### src/rtl/llm_data_arb.sv
// Single-port command arbiter for the data-control datapath: snoop > demand > prefetch
// with anti-starvation promotion. Optional BUSY watchdog selected at build time.
module llm_data_arb #(
  parameter int ADDR_W       = 48,
  parameter int PRIO_W       = 2,
  parameter int STARVE_LIMIT = 8,
  parameter int TIMEOUT_CYC  = 1024
) (
  input  logic              clk,
  input  logic              rst_n,
  input  logic              pf_en,
  input  logic              snp_valid,
  input  logic [ADDR_W-1:0] snp_addr,
  output logic              snp_ready,
  input  logic              dmd_valid,
  input  logic [ADDR_W-1:0] dmd_addr,
  input  logic [PRIO_W-1:0] dmd_prio,
  output logic              dmd_ready,
  input  logic              pf_valid,
  input  logic [ADDR_W-1:0] pf_addr,
  output logic              pf_ready,
  output logic              dc_valid,
  output logic [ADDR_W-1:0] dc_addr,
  output logic [1:0]        dc_src,
  output logic [PRIO_W-1:0] dc_prio,
  input  logic              dc_ready,
  input  logic              dc_done,
  output logic              arb_busy,
  output logic              arb_timeout
);

  typedef enum logic [1:0] {IDLE, GRANT, BUSY} state_t;

  localparam int SW = $clog2(STARVE_LIMIT + 1);
  localparam logic [SW-1:0] STARVE_MAX = SW'(STARVE_LIMIT);

  localparam logic [1:0] SRC_NONE = 2'b00;
  localparam logic [1:0] SRC_SNP  = 2'b01;
  localparam logic [1:0] SRC_DMD  = 2'b10;
  localparam logic [1:0] SRC_PF   = 2'b11;

  state_t state, state_nxt;
  logic [SW-1:0] dmd_starve, pf_starve;
  logic pf_cand;
  logic win_snp, win_dmd, win_pf, any_win;
  logic timeout_hit;

  // A starved demand outranks everything; a starved prefetch only jumps over demand.
  always_comb begin
    pf_cand = pf_valid && pf_en;
    win_snp = 1'b0;
    win_dmd = 1'b0;
    win_pf  = 1'b0;
    if (dmd_valid && (dmd_starve == STARVE_MAX))
      win_dmd = 1'b1;
    else if (snp_valid)
      win_snp = 1'b1;
    else if (pf_cand && (pf_starve == STARVE_MAX))
      win_pf = 1'b1;
    else if (dmd_valid)
      win_dmd = 1'b1;
    else if (pf_cand)
      win_pf = 1'b1;
    any_win = win_snp || win_dmd || win_pf;
  end

  always_ff @(posedge clk or negedge rst_n) begin
    if (!rst_n) state <= IDLE;
    else        state <= state_nxt;
  end

  always_comb begin
    state_nxt = state;
    case (state)
      IDLE:    if (any_win) state_nxt = GRANT;
      GRANT:   if (dc_ready) state_nxt = BUSY;
      BUSY:    if (dc_done || timeout_hit) state_nxt = IDLE;
      default: state_nxt = IDLE;
    endcase
  end

  // Ready pulses are gated by rst_n so no accept is seen while reset is held.
  always_comb begin
    snp_ready = rst_n && (state == IDLE) && win_snp;
    dmd_ready = rst_n && (state == IDLE) && win_dmd;
    pf_ready  = rst_n && (state == IDLE) && win_pf;
    dc_valid  = (state == GRANT);
    arb_busy  = (state != IDLE);
  end

  always_ff @(posedge clk or negedge rst_n) begin
    if (!rst_n) begin
      dc_addr <= '0;
      dc_src  <= SRC_NONE;
      dc_prio <= '0;
    end else if (state == IDLE) begin
      if (win_snp) begin
        dc_addr <= snp_addr;
        dc_src  <= SRC_SNP;
        dc_prio <= '0;
      end else if (win_dmd) begin
        dc_addr <= dmd_addr;
        dc_src  <= SRC_DMD;
        dc_prio <= dmd_prio;
      end else if (win_pf) begin
        dc_addr <= pf_addr;
        dc_src  <= SRC_PF;
        dc_prio <= '0;
      end
    end else if ((state == BUSY) && (state_nxt == IDLE)) begin
      dc_src <= SRC_NONE;
    end
  end

  always_ff @(posedge clk or negedge rst_n) begin
    if (!rst_n) begin
      dmd_starve <= '0;
      pf_starve  <= '0;
    end else begin
      if (state == IDLE) begin
        if (win_dmd)
          dmd_starve <= '0;
        else if (dmd_valid && (dmd_starve != STARVE_MAX))
          dmd_starve <= dmd_starve + 1'b1;
      end
      if (!pf_en)
        pf_starve <= '0;
      else if (state == IDLE) begin
        if (win_pf)
          pf_starve <= '0;
        else if (pf_cand && (pf_starve != STARVE_MAX))
          pf_starve <= pf_starve + 1'b1;
      end
    end
  end

`ifdef LLM_DATA_ARB_TIMEOUT_EN
  localparam int TW = $clog2(TIMEOUT_CYC + 1);

  logic [TW-1:0] to_cnt;
  logic          to_flag;

  // A dc_done arriving in the final watchdog cycle still counts as a normal completion.
  assign timeout_hit = (state == BUSY) && !dc_done && (to_cnt == TW'(TIMEOUT_CYC - 1));
  assign arb_timeout = to_flag;

  always_ff @(posedge clk or negedge rst_n) begin
    if (!rst_n) begin
      to_cnt  <= '0;
      to_flag <= 1'b0;
    end else begin
      if (state == GRANT)
        to_cnt <= '0;
      else if (state == BUSY)
        to_cnt <= to_cnt + 1'b1;
      if (timeout_hit)
        to_flag <= 1'b1;
    end
  end
`else
  assign timeout_hit = 1'b0;
  assign arb_timeout = 1'b0;
`endif

endmodule

### config.mk
export PLATFORM = sky130hd
export DESIGN_NAME = llm_data_arb
export DESIGN_NICKNAME = d
export VERILOG_FILES = /design/src/rtl/llm_data_arb.sv
export SDC_FILE = /design/constraint.sdc
export NUM_CORES = 1
export LEC_CHECK = 0
export BUFFER_PORTS_ARGS = -buffer_cell sky130_fd_sc_hd__buf_4
export CORE_MARGIN = 1.5
export CORE_UTILIZATION = 43
export CTS_BUF_LIST = sky130_fd_sc_hd__clkbuf_16
export DETAILED_ROUTE_END_ITERATION = 8
export GPL_TIMING_DRIVEN = 0
export PLACE_DENSITY = 0.8
export SLEW_MARGIN = 20
export SYNTH_ARGS = -nofsm -noshare
export SYNTH_HDL_FRONTEND = slang
export SYNTH_SLANG_ARGS = --single-unit
export TNS_END_PERCENT = 100
### constraint.sdc
create_clock -name clk -period 2.4 [get_ports clk]
set_input_delay 0.48 -clock clk [delete_from_list [all_inputs] [get_ports clk]]
set_output_delay 0.48 -clock clk [all_outputs]
set_load 0.03 [all_outputs]
==> results of run 1 <==
power by group:
part	leakage [nW]	total, mW	internal (mW)	switching, mW
Clock	0.159	1.33	0.893	0.434
Sequential	0.743	1.88	1.54	0.344
Combinational	1.83	3.92	1.57	2.34
Total	2.73	7.13	4.01	3.12
synth_stat cells (3+ instances only):
master    instances
dfrtp_1          62
buf_2             5
a221oi_1          5
a221oi_2         20
o21ai_1          21
nand2_1          42
mux2i_1          23
nor2_1           33
a22oi_1          25
o21ai_0           8
clkbuf_1          6
buf_6             9
inv_1             9
and2_1            3
buf_4             5
a21oi_1          29
nand3_1           5
ha_1              4
flip-flops by register name (all words and copies together), names as in the netlist:
signal      cells
dc_addr        48
dmd_starve      4
dc_prio         2
pf_starve       4
dc_src          2
state           2
metal layers:
metal	wire [um]	vias to the layer above
li1	-	1710
met1	4270	1695
met2	5780	179
met4	286	0
met5	0	-
met3	764	22
worst max-delay path by stage:
stage | startpoint | endpoint
6_report | pf_starve[0] | pf_ready
4_1_cts | pf_starve[0] | dmd_ready
5_1_grt | pf_starve[0] | pf_ready
2_1_floorplan | pf_starve[0] | dmd_ready
3_3_place_gp | pf_starve[0] | dmd_ready
3_5_place_dp | pf_starve[0] | dmd_ready
layout make-up:
type / count / share of cell area [%]
multi-input combinational: 248 / 30.5
timing repair buffer: 213 / 29.2
sequential: 62 / 28.3
clock buffer: 9 / 4.11
buffer: 24 / 3.43
tap: 102 / 2.33
clock inverter: 7 / 1.48
inverter: 9 / 0.617
timing repair:
item,in CTS,in global routing
buffers inserted,1,2
pin swaps,1,1
gates resized for setup,1,4
setup endpoints to repair,1,2
gates cloned,0,0
through the flow:
step | power [mW] | worst slack [ns]
6_report | 7.13 | 0.120
5_1_grt | 7.52 | 0.0147
4_1_cts | 7.13 | 0.0159
3_5_place_dp | 5.79 | 0.179
3_3_place_gp | 5.68 | 0.212
2_1_floorplan | 4.33 | 0.205
logic make-up (layout without fill, tap and decap cells):
group,Yosys count,in the layout,share of synthesized area [%]
AOI/OAI and AO/OA,122,122,27.2
adders and majority gates,4,4,1.46
buffers and inverters,34,262,6.41
DFF,62,62,45.1
muxes,23,23,6.70
other,1,1,0.109
and+or+nand+nor,98,98,13.0
==> out/metrics.csv, run 1 <==
stage,metric,value,unit
pwr,power_density,1300,mW/mm2
placed_design,dpl_cell_area,0.00514,mm2
cells_and_area,fin_area,0.00548,mm2
timing,max_freq,439,MHz
detailed_routing,initialDrtViolationCount,203,
timing,timing.hold.ws,0.256,ns
timing,worst_clock_skew,0.00698,ns
grt,grt_busiest_layer,met2,
setup_path,crit_type,flip-flop to output port,
synth,synthArstFlopShare,100,%
detailed_routing,wire_per_inst,16.5,um
synth,ys_top_cells_by_area,"dfrtp_1 45%, a221oi_2 8.7%, mux2i_1 6.7%",
pwr,worst_ir_drop_vdd,0.573,mV
timing,setup_viol,0,
grt,grt_pass1_wl,17.2,mm
clocking,numCtsBuffers,9,
die,die_w,92.4,um
detailed_routing,drt_pass1_iterations,4,
setup_path,start_kind,flip-flop,
setup_path,cp_data_arrival_time,1.80,ns
grt,overflow,0,
synth,yosysSeqAreaShare,45.1,%
placed_design,place.gp.congestion,0.800,
die,num_rows,32,
grt,antenna_found_initial,0,
clocking,cts_tree,done,
synth,synth-edff-count,0,
die,core-area,0.00773,mm2
setup_path,worst_setup_path_end_kind,output port,
setup_path,cp_top_family,buffers and inverters,
detailed_routing,finalWirelength,11.1,mm
setup_path,r2r_cells,10,
synth,synthCells,344,
timing,slew_headroom,45.3,%
cells_and_area,area_growth,59.4,%
timing,hold_viol_final,0,
die,io_pins,212,
synth,syn-cell-area,0.00344,mm2
setup_path,path_depth,8,
grt,use_met1,29.8,%
cells_and_area,fillers,616,
placed_design,port_buffers,210,
clocking,clk_pin_slew,0.05,ns
clocking,clock_sinks,62,
setup_path,crit_fanout,6,
setup_path,cpMaxStageDelayCell,dfrtp_1,
cells_and_area,nNetsFinal,725,
timing,rsz0062_at_grt,no,
detailed_routing,via_count,3606,
flow_run,cap_violations,0,
clocking,clockRootBuffer,clkbuf_16,
setup_path,cp.required,1.92,ns
synth,synth_area_leader_cell,dfrtp_1,
die,dieArea,0.00854,mm2
setup_path,cpPeakStageDelay,0.41,ns
detailed_routing,viasPerCell,5.35,
grt,grt_max_degree,64,
cells_and_area,multi_input_area,0.00167,mm2
cells_and_area,drive_above_1_share,47.7,%
synth,ys_seq_elements,62,
clocking,clk_latency,0.32,ns
setup_path,cpMostUsedCell,buf_4,
cells_and_area,diodes,0,
die,start_util,44.5,%
synth,yosysWarnings,0,
detailed_routing,drtAntennaViolNets,0,
clocking,clk_path_buf_depth,2,
clocking,htreeDepth,3,
cells_and_area,final_common_cell,buf_4,
grt,grtUsageMet2,45.5,%
timing,fin_crit_sh,95.0,%
timing,period_minus_slack,2.28,ns
synth,synth_fp_nets,502,
pwr,p_leak,2.73,nW
grt,grt_pass1_vias,3602,
placed_design,post-place-cells,656,
synth,ys_types,42,
cells_and_area,instances_no_fill,674,
setup_path,worst-path-buf-inv,3,
grt,gr-usage-all-layers,25.6,%
synth,synthFlopType,dfrtp_1,
setup_path,r2r-start,pf_starve[0],
detailed_routing,drc,0,
setup_path,regToRegSetupSlack,0.24,ns
timing,finalSetupTns,0,ns
cells_and_area,seqCellArea,0.00155,mm2
synth,netlist.area_leader.share,45.1,%
die,dieHeight,92.4,um
worst_hold_path,hp-class,input port to async pin,
cells_and_area,layout_common_cells,"217 x buf_4, 62 x dfrtp_1, 41 x nand2_1",
synth,avgSynthCellArea,9.99,um2
cells_and_area,fin_util,70.9,%
grt,met3_usage,5.17,%
timing,worst_pin_slew,0.821,ns
placed_design,dp_hpwl,8.48,mm
setup_path,crit_chain,inv_1 -> ha_1 -> nand3b_1 -> buf_4 -> a21oi_2 -> nand2_2 -> nor2_1 -> buf_4,
outcome,status,"finished, final reports clean",
timing,slew_viol_final,0,
setup_path,r2r-end,dc_addr[36],
clocking,hold_buffers,0,
Power figures use the tool's default switching activity.
==> run 2: changes to the inputs <==
CORE_ASPECT_RATIO = 0.75   (was default)
==> out/metrics.csv, run 2 (synthesized netlist as in run 1, its figures left out) <==
stage,metric,value,unit,change
setup_path,regToRegSetupSlack,0.27,ns,+0.03 ns
cells_and_area,largestRegisters,"dc_addr: 48 flops, dmd_starve: 4 flops, pf_starve: 4 flops",,
cells_and_area,fin_util,70.3,%,-0.61 points
clocking,numCtsBuffers,9,,unchanged
pwr,pwr-share-seq,26.3,%,about the same
detailed_routing,wire_per_inst,16.6,um,+0.74%
die,dieHeight,80.4,um,-13%
pwr,p_sw_share,43.9,%,+0.099 points
pwr,p_leak,2.74,nW,+0.24%
cells_and_area,multi_input_area,0.00167,mm2,+0.15%
setup_path,r2r-start,pf_starve[0],,
setup_path,crit_fanout,11,,+5
timing,hold_viol_final,0,,unchanged
detailed_routing,initialDrtViolationCount,191,,-5.9%
timing,slew_headroom,46.5,%,+1.3 points
placed_design,pre_cts_ws,0.138,ns,-0.0413 ns
detailed_routing,finalWirelength,11.3,mm,+1.5%
cells_and_area,seqCellArea,0.00155,mm2,unchanged
cells_and_area,drive_above_1_share,48.3,%,+0.53 points
die,io_pins,212,,unchanged
setup_path,worst_setup_path_end_kind,output port,,
detailed_routing,wl_met1,4.45,mm,+4.3%
clocking,clk_path_buf_depth,2,,unchanged
grt,grt_max_degree,64,,unchanged
detailed_routing,drtAntennaViolNets,0,,unchanged
cells_and_area,layout_common_cells,"219 x buf_4, 62 x dfrtp_1, 41 x nand2_1",,
setup_path,r2r_cells,10,,unchanged
detailed_routing,met3WireLength,922,um,+21%
clocking,hold_buffers,0,,unchanged
pwr,power_frac_clock,18.6,%,about the same
placed_design,dp_hpwl,8.54,mm,+0.70%
detailed_routing,highest_layer,met4,,
cells_and_area,largest_reg_flops,48,,unchanged
pwr,worst_ir_drop_vdd,0.647,mV,+13%
detailed_routing,viasPerCell,5.33,,-0.32%
detailed_routing,via_count,3621,,+0.42%
detailed_routing,drc,0,,unchanged
grt,grt_pass1_vias,3532,,-1.9%
grt,antenna_found_initial,0,,unchanged
worst_hold_path,hp-class,input port to async pin,,
detailed_routing,met2_wirelength,5.71,mm,-1.2%
clocking,clockRootBuffer,clkbuf_16,,
timing,slew_viol_final,0,,unchanged
cells_and_area,largest_register,dc_addr,,
cells_and_area,diodes,0,,unchanged
die,core-area,0.00781,mm2,+1.1%
setup_path,cp_data_arrival_time,1.81,ns,about the same
timing,period_minus_slack,2.29,ns,+0.00671 ns
clocking,htreeDepth,3,,unchanged
setup_path,crit_type,flip-flop to output port,,
pwr,comb_power_share,55.1,%,about the same
die,num_rows,28,,-13%
pwr,switching_power,3.12,mW,about the same
timing,setup_ws,0.113,ns,-0.00671 ns
placed_design,port_buffers,210,,unchanged
timing,max_freq,437,MHz,-0.29%
detailed_routing,drt_pass1_iterations,5,,+1
cells_and_area,nNetsFinal,727,,+0.28%
grt,grt_pass1_wl,17.0,mm,-1.3%
die,dieArea,0.00854,mm2,about the same
cells_and_area,final_common_cell,buf_4,,
setup_path,start_kind,flip-flop,,
timing,fin_crit_sh,95.3,%,+0.28 points
grt,gr-usage-all-layers,25.9,%,+0.28 points
pwr,power_density,1300,mW/mm2,-0.38%
clocking,cts_tree,done,,
clocking,clk_pin_slew,0.05,ns,about the same
timing,setup_viol,0,,unchanged
die,die_w,106,um,+15%
clocking,clock_sinks,62,,unchanged
setup_path,r2r-end,dc_addr[36],,
setup_path,cp.required,1.92,ns,about the same
pwr,power,7.11,mW,-0.16%
cells_and_area,area_growth,59.7,%,
outcome,status,"finished, final reports clean",,
timing,worst_clock_skew,0.00409,ns,-0.00289 ns
clocking,clk_latency,0.32,ns,about the same
flow_run,cap_violations,0,,unchanged
grt,overflow,0,,unchanged
timing,worst_pin_slew,0.802,ns,-0.0188 ns
cells_and_area,fillers,597,,-3.1%
die,start_util,44.0,%,-0.48 points
placed_design,place.gp.congestion,0.817,,+2.2%
pwr,intPower,3.99,mW,-0.33%
[run 2: changes by cell type in the layout (fill, tap and decap cells not counted), sizes merged]
cell  before  now
buf      231  233
[run 2: repair_timing]
action                     CTS  global route
cloned                       0             0
resized for setup            1             4
setup buffers                4             1
setup endpoints to repair    1             2
pin swaps                    1             3
hold endpoints to repair     0             0
[run 2: critical path, stage by stage, from the launching register on]
cell      delay, ns
dfrtp_1        0.39
inv_2          0.08
ha_2           0.18
nand3b_1       0.12
o21ai_2        0.15
o21a_1         0.18
buf_6          0.17
nor2_1         0.05
buf_4          0.16
[run 2: through the flow]
stage / hold slack, ns / instance area, um2 / TNS [ns] / cells
after floorplan: 0.184 / 3440 / 0 / 344
after global placement: 0.501 / 5140 / 0 / 659
after detailed placement: 0.512 / 5140 / 0 / 659
after CTS: 0.275 / 5490 / 0 / 679
after global routing: 0.301 / 5490 / -0.00467 / 679
final: 0.254 / 5490 / 0 / 679
[run 2: per-layer routing]
layer  vias up  track usage, %
met5         -               0
met4         0            9.46
met3        18            8.12
met2       155            44.7
met1      1733            30.5
li1       1715               -
[run 2: power groups by stage]
stage	sequential, mW	combinational (mW)	clock (mW)
floorplan	2.68	1.65	0
global placement	1.85	3.83	0
detailed placement	1.87	3.91	0
CTS	1.87	3.94	1.35
global route	1.93	4.21	1.40
finish	1.87	3.92	1.32
[run 2: worst max-delay path by stage]
stage | from | endpoint | slack [ns] | cells after the start
after floorplan | pf_starve[0] | dmd_ready | 0.21 | 8
after global placement | pf_starve[0] | dmd_ready | 0.22 | 9
after detailed placement | pf_starve[0] | dmd_ready | 0.14 | 9
after CTS | pf_starve[0] | dmd_ready | 0.01 | 9
after global routing | pf_starve[0] | dmd_ready | -0.005 | 8
final | pf_starve[0] | dmd_ready | 0.11 | 8
[run 2: layout make-up]
| class | count | area share [%] |
|---|---|---|
| multi-input cells | 248 | 30.5 |
| repair buffers | 215 | 29.4 |
| flip-flops and latches | 62 | 28.3 |
| clock buffers | 9 | 4.10 |
| plain buffers | 24 | 3.26 |
| well taps | 105 | 2.39 |
| clock inverters | 7 | 1.48 |
| inverters | 9 | 0.615 |
==> run 3: changes to the inputs <==
CELL_PAD_IN_SITES_DETAIL_PLACEMENT = 1   (was default)
CELL_PAD_IN_SITES_GLOBAL_PLACEMENT = 1   (was default)
CORE_UTILIZATION = 31   (was 43)
MAX_ROUTING_LAYER = met4   (was default)
PLACE_DENSITY = default   (was 0.8)
PLACE_DENSITY_LB_ADDON = 0.1   (was default)
REMOVE_ABC_BUFFERS = 1   (was default)
==> out/metrics.csv, run 3 (synthesized netlist as in run 1, its figures left out) <==
stage,metric,value,unit,change
pwr,switching_power,3.23,mW,+3.5%
cells_and_area,nNetsFinal,707,,-2.8%
timing,setup_viol,0,,unchanged
setup_path,crit_fanout,18,,+7
detailed_routing,drt_pass1_iterations,4,,-1
pwr,power,7.07,mW,-0.64%
clocking,clockRootBuffer,clkbuf_16,,
timing,fin_crit_sh,98.2,%,+2.9 points
clocking,hold_buffers,0,,unchanged
timing,worst_pin_slew,0.887,ns,+0.0850 ns
placed_design,port_buffers,210,,unchanged
grt,gr-usage-all-layers,21.9,%,-4.0 points
timing,max_freq,425,MHz,-2.9%
cells_and_area,final_common_cell,buf_4,,
die,core-area,0.0109,mm2,+39%
pwr,comb_power_share,55.9,%,+0.8 points
timing,slew_headroom,40.9,%,-5.7 points
detailed_routing,drtAntennaViolNets,0,,unchanged
setup_path,regToRegSetupSlack,0.18,ns,-0.09 ns
pwr,intPower,3.84,mW,-3.9%
setup_path,r2r-end,dc_addr[1],,
worst_hold_path,hp-class,input port to async pin,,
die,io_pins,212,,unchanged
cells_and_area,largest_reg_flops,48,,unchanged
detailed_routing,highest_layer,met4,,
detailed_routing,finalWirelength,12.6,mm,+12%
clocking,clk_pin_slew,0.05,ns,about the same
detailed_routing,viasPerCell,5.22,,-2.2%
clocking,clk_latency,0.33,ns,about the same
grt,grt_max_degree,64,,unchanged
pwr,p_leak,2.67,nW,-2.5%
die,num_rows,33,,+18%
placed_design,dp_hpwl,8.75,mm,+2.4%
clocking,clock_sinks,62,,unchanged
placed_design,place.gp.congestion,0.809,,-0.99%
setup_path,crit_type,flip-flop to output port,,
detailed_routing,via_count,3620,,-0.028%
pwr,pwr-share-seq,26.5,%,+0.2 points
grt,grt_pass1_vias,3664,,+3.7%
setup_path,r2r_cells,8,,-2
cells_and_area,largestRegisters,"dc_addr: 48 flops, dmd_starve: 4 flops, pf_starve: 4 flops",,
setup_path,setup.worst_path.end,dmd_ready,,
timing,period_minus_slack,2.36,ns,+0.0690 ns
cells_and_area,largest_register,dc_addr,,
cells_and_area,fillers,1249,,+110%
timing,timing.hold.ws,0.246,ns,-0.00789 ns
clocking,htreeDepth,3,,unchanged
detailed_routing,initialDrtViolationCount,97,,-49%
detailed_routing,met2_wirelength,6.11,mm,+7.0%
setup_path,crit_path_start,pf_starve[1],,
die,dieArea,0.0117,mm2,+37%
setup_path,start_kind,flip-flop,,
detailed_routing,met3WireLength,993,um,+7.7%
timing,hold_viol_final,0,,unchanged
setup_path,r2r-start,pf_starve[1],,
cells_and_area,fin_util,50.1,%,-20 points
die,die_w,125,um,+17%
timing,rsz0062_at_grt,yes,,
cells_and_area,layout_common_cells,"215 x buf_4, 62 x dfrtp_1, 40 x nand2_1",,
die,start_util,31.7,%,-12 points
setup_path,cp.required,1.92,ns,about the same
pwr,worst_ir_drop_vdd,0.647,mV,about the same
timing,worst_clock_skew,0.00604,ns,+0.00195 ns
grt,overflow,0,,unchanged
grt,antenna_found_initial,0,,unchanged
setup_path,cp_data_arrival_time,1.88,ns,+0.07 ns
detailed_routing,wl_met1,5.44,mm,+22%
outcome,status,"finished, final reports clean",,
pwr,power_frac_clock,17.6,%,-1.0 points
cells_and_area,drive_above_1_share,48.0,%,-0.24 points
cells_and_area,area_growth,58.1,%,
setup_path,worst_setup_path_end_kind,output port,,
detailed_routing,drc,0,,unchanged
pwr,power_density,1300,mW/mm2,+0.36%
clocking,clk_path_buf_depth,2,,unchanged
cells_and_area,diodes,0,,unchanged
die,dieHeight,94.2,um,+17%
clocking,numCtsBuffers,9,,unchanged
detailed_routing,wire_per_inst,18.2,um,+9.7%
timing,slew_viol_final,0,,unchanged
grt,grt_pass1_wl,19.2,mm,+13%
flow_run,cap_violations,0,,unchanged
clocking,cts_tree,done,,
pwr,p_sw_share,45.7,%,+1.8 points
-- run 3: cell types whose count changed in the layout (fill, tap and decap cells not counted), moves of 4 or more --
cell and change:
buf_6 -9, clkbuf_1 -6, buf_2 -5, buf_4 -4
-- run 3: through the flow --
stage          setup TNS [ns]  area, um2  std cells  setup slack, ns
4_1_cts                     0       5430        694           0.0232
5_1_grt               -0.0308       5440        694          -0.0308
2_1_floorplan          -18.43       3250        319           -0.688
3_3_place_gp           -77.03       5000        669            -2.04
6_report                    0       5440        694           0.0443
3_5_place_dp            -8.95       5080        671           -0.449
-- run 3: how the worst min path moves through the flow --
stage / end / slack (ns) / cells past startpoint
CTS: dc_addr[5] / 0.29 / 1
finish: dc_addr[29] / 0.25 / 1
detailed placement: dc_prio[0] / 0.48 / 2
floorplan: dc_addr[0] / 0.18 / 0
global placement: dc_prio[0] / 0.47 / 2
global route: dc_addr[22] / 0.33 / 1
-- run 3: critical path, cell delays in order (launching register included) --
cell and delay (ns):
dfrtp_1 0.41, inv_1 0.07, ha_1 0.16, nand3b_1 0.16, o21ai_2 0.19, o21a_4 0.17, buf_16 0.17, nor2_1 0.05
buf_4 0.16
-- run 3: area by class of cell --
| class | instances | area, um2 | area share, % |
|---|---|---|---|
| Clock buffer | 9 | 225 | 4.14 |
| Clock inverter | 7 | 56.3 | 1.04 |
| Inverter | 9 | 33.8 | 0.622 |
| Multi-Input combinational cell | 250 | 1720 | 31.7 |
| Sequential cell | 62 | 1550 | 28.5 |
| Tap cell | 140 | 175 | 3.22 |
| Timing Repair Buffer | 217 | 1670 | 30.7 |
-- run 3: repair_timing --
action,CTS,global route
gates cloned,2,0
setup endpoints to repair,24,7
buffers inserted,5,0
pin swaps,3,2
resized for setup,3,2
-- run 3: routing by layer --
layer	vias up	track usage, %
met5	-	-
met4	0	4.89
met3	11	7.23
met2	148	37.0
met1	1778	25.6
li1	1683	-
-- run 3: power by group through the flow --
stage                     Clock [mW]  Combinational [mW]  Sequential, mW
after detailed placement           0                3.91            1.89
after global placement             0                3.78            1.85
after global routing            1.33                4.24            1.93
after CTS                       1.29                4.01            1.87
after floorplan                    0                1.50            2.68
final                           1.25                3.95            1.87
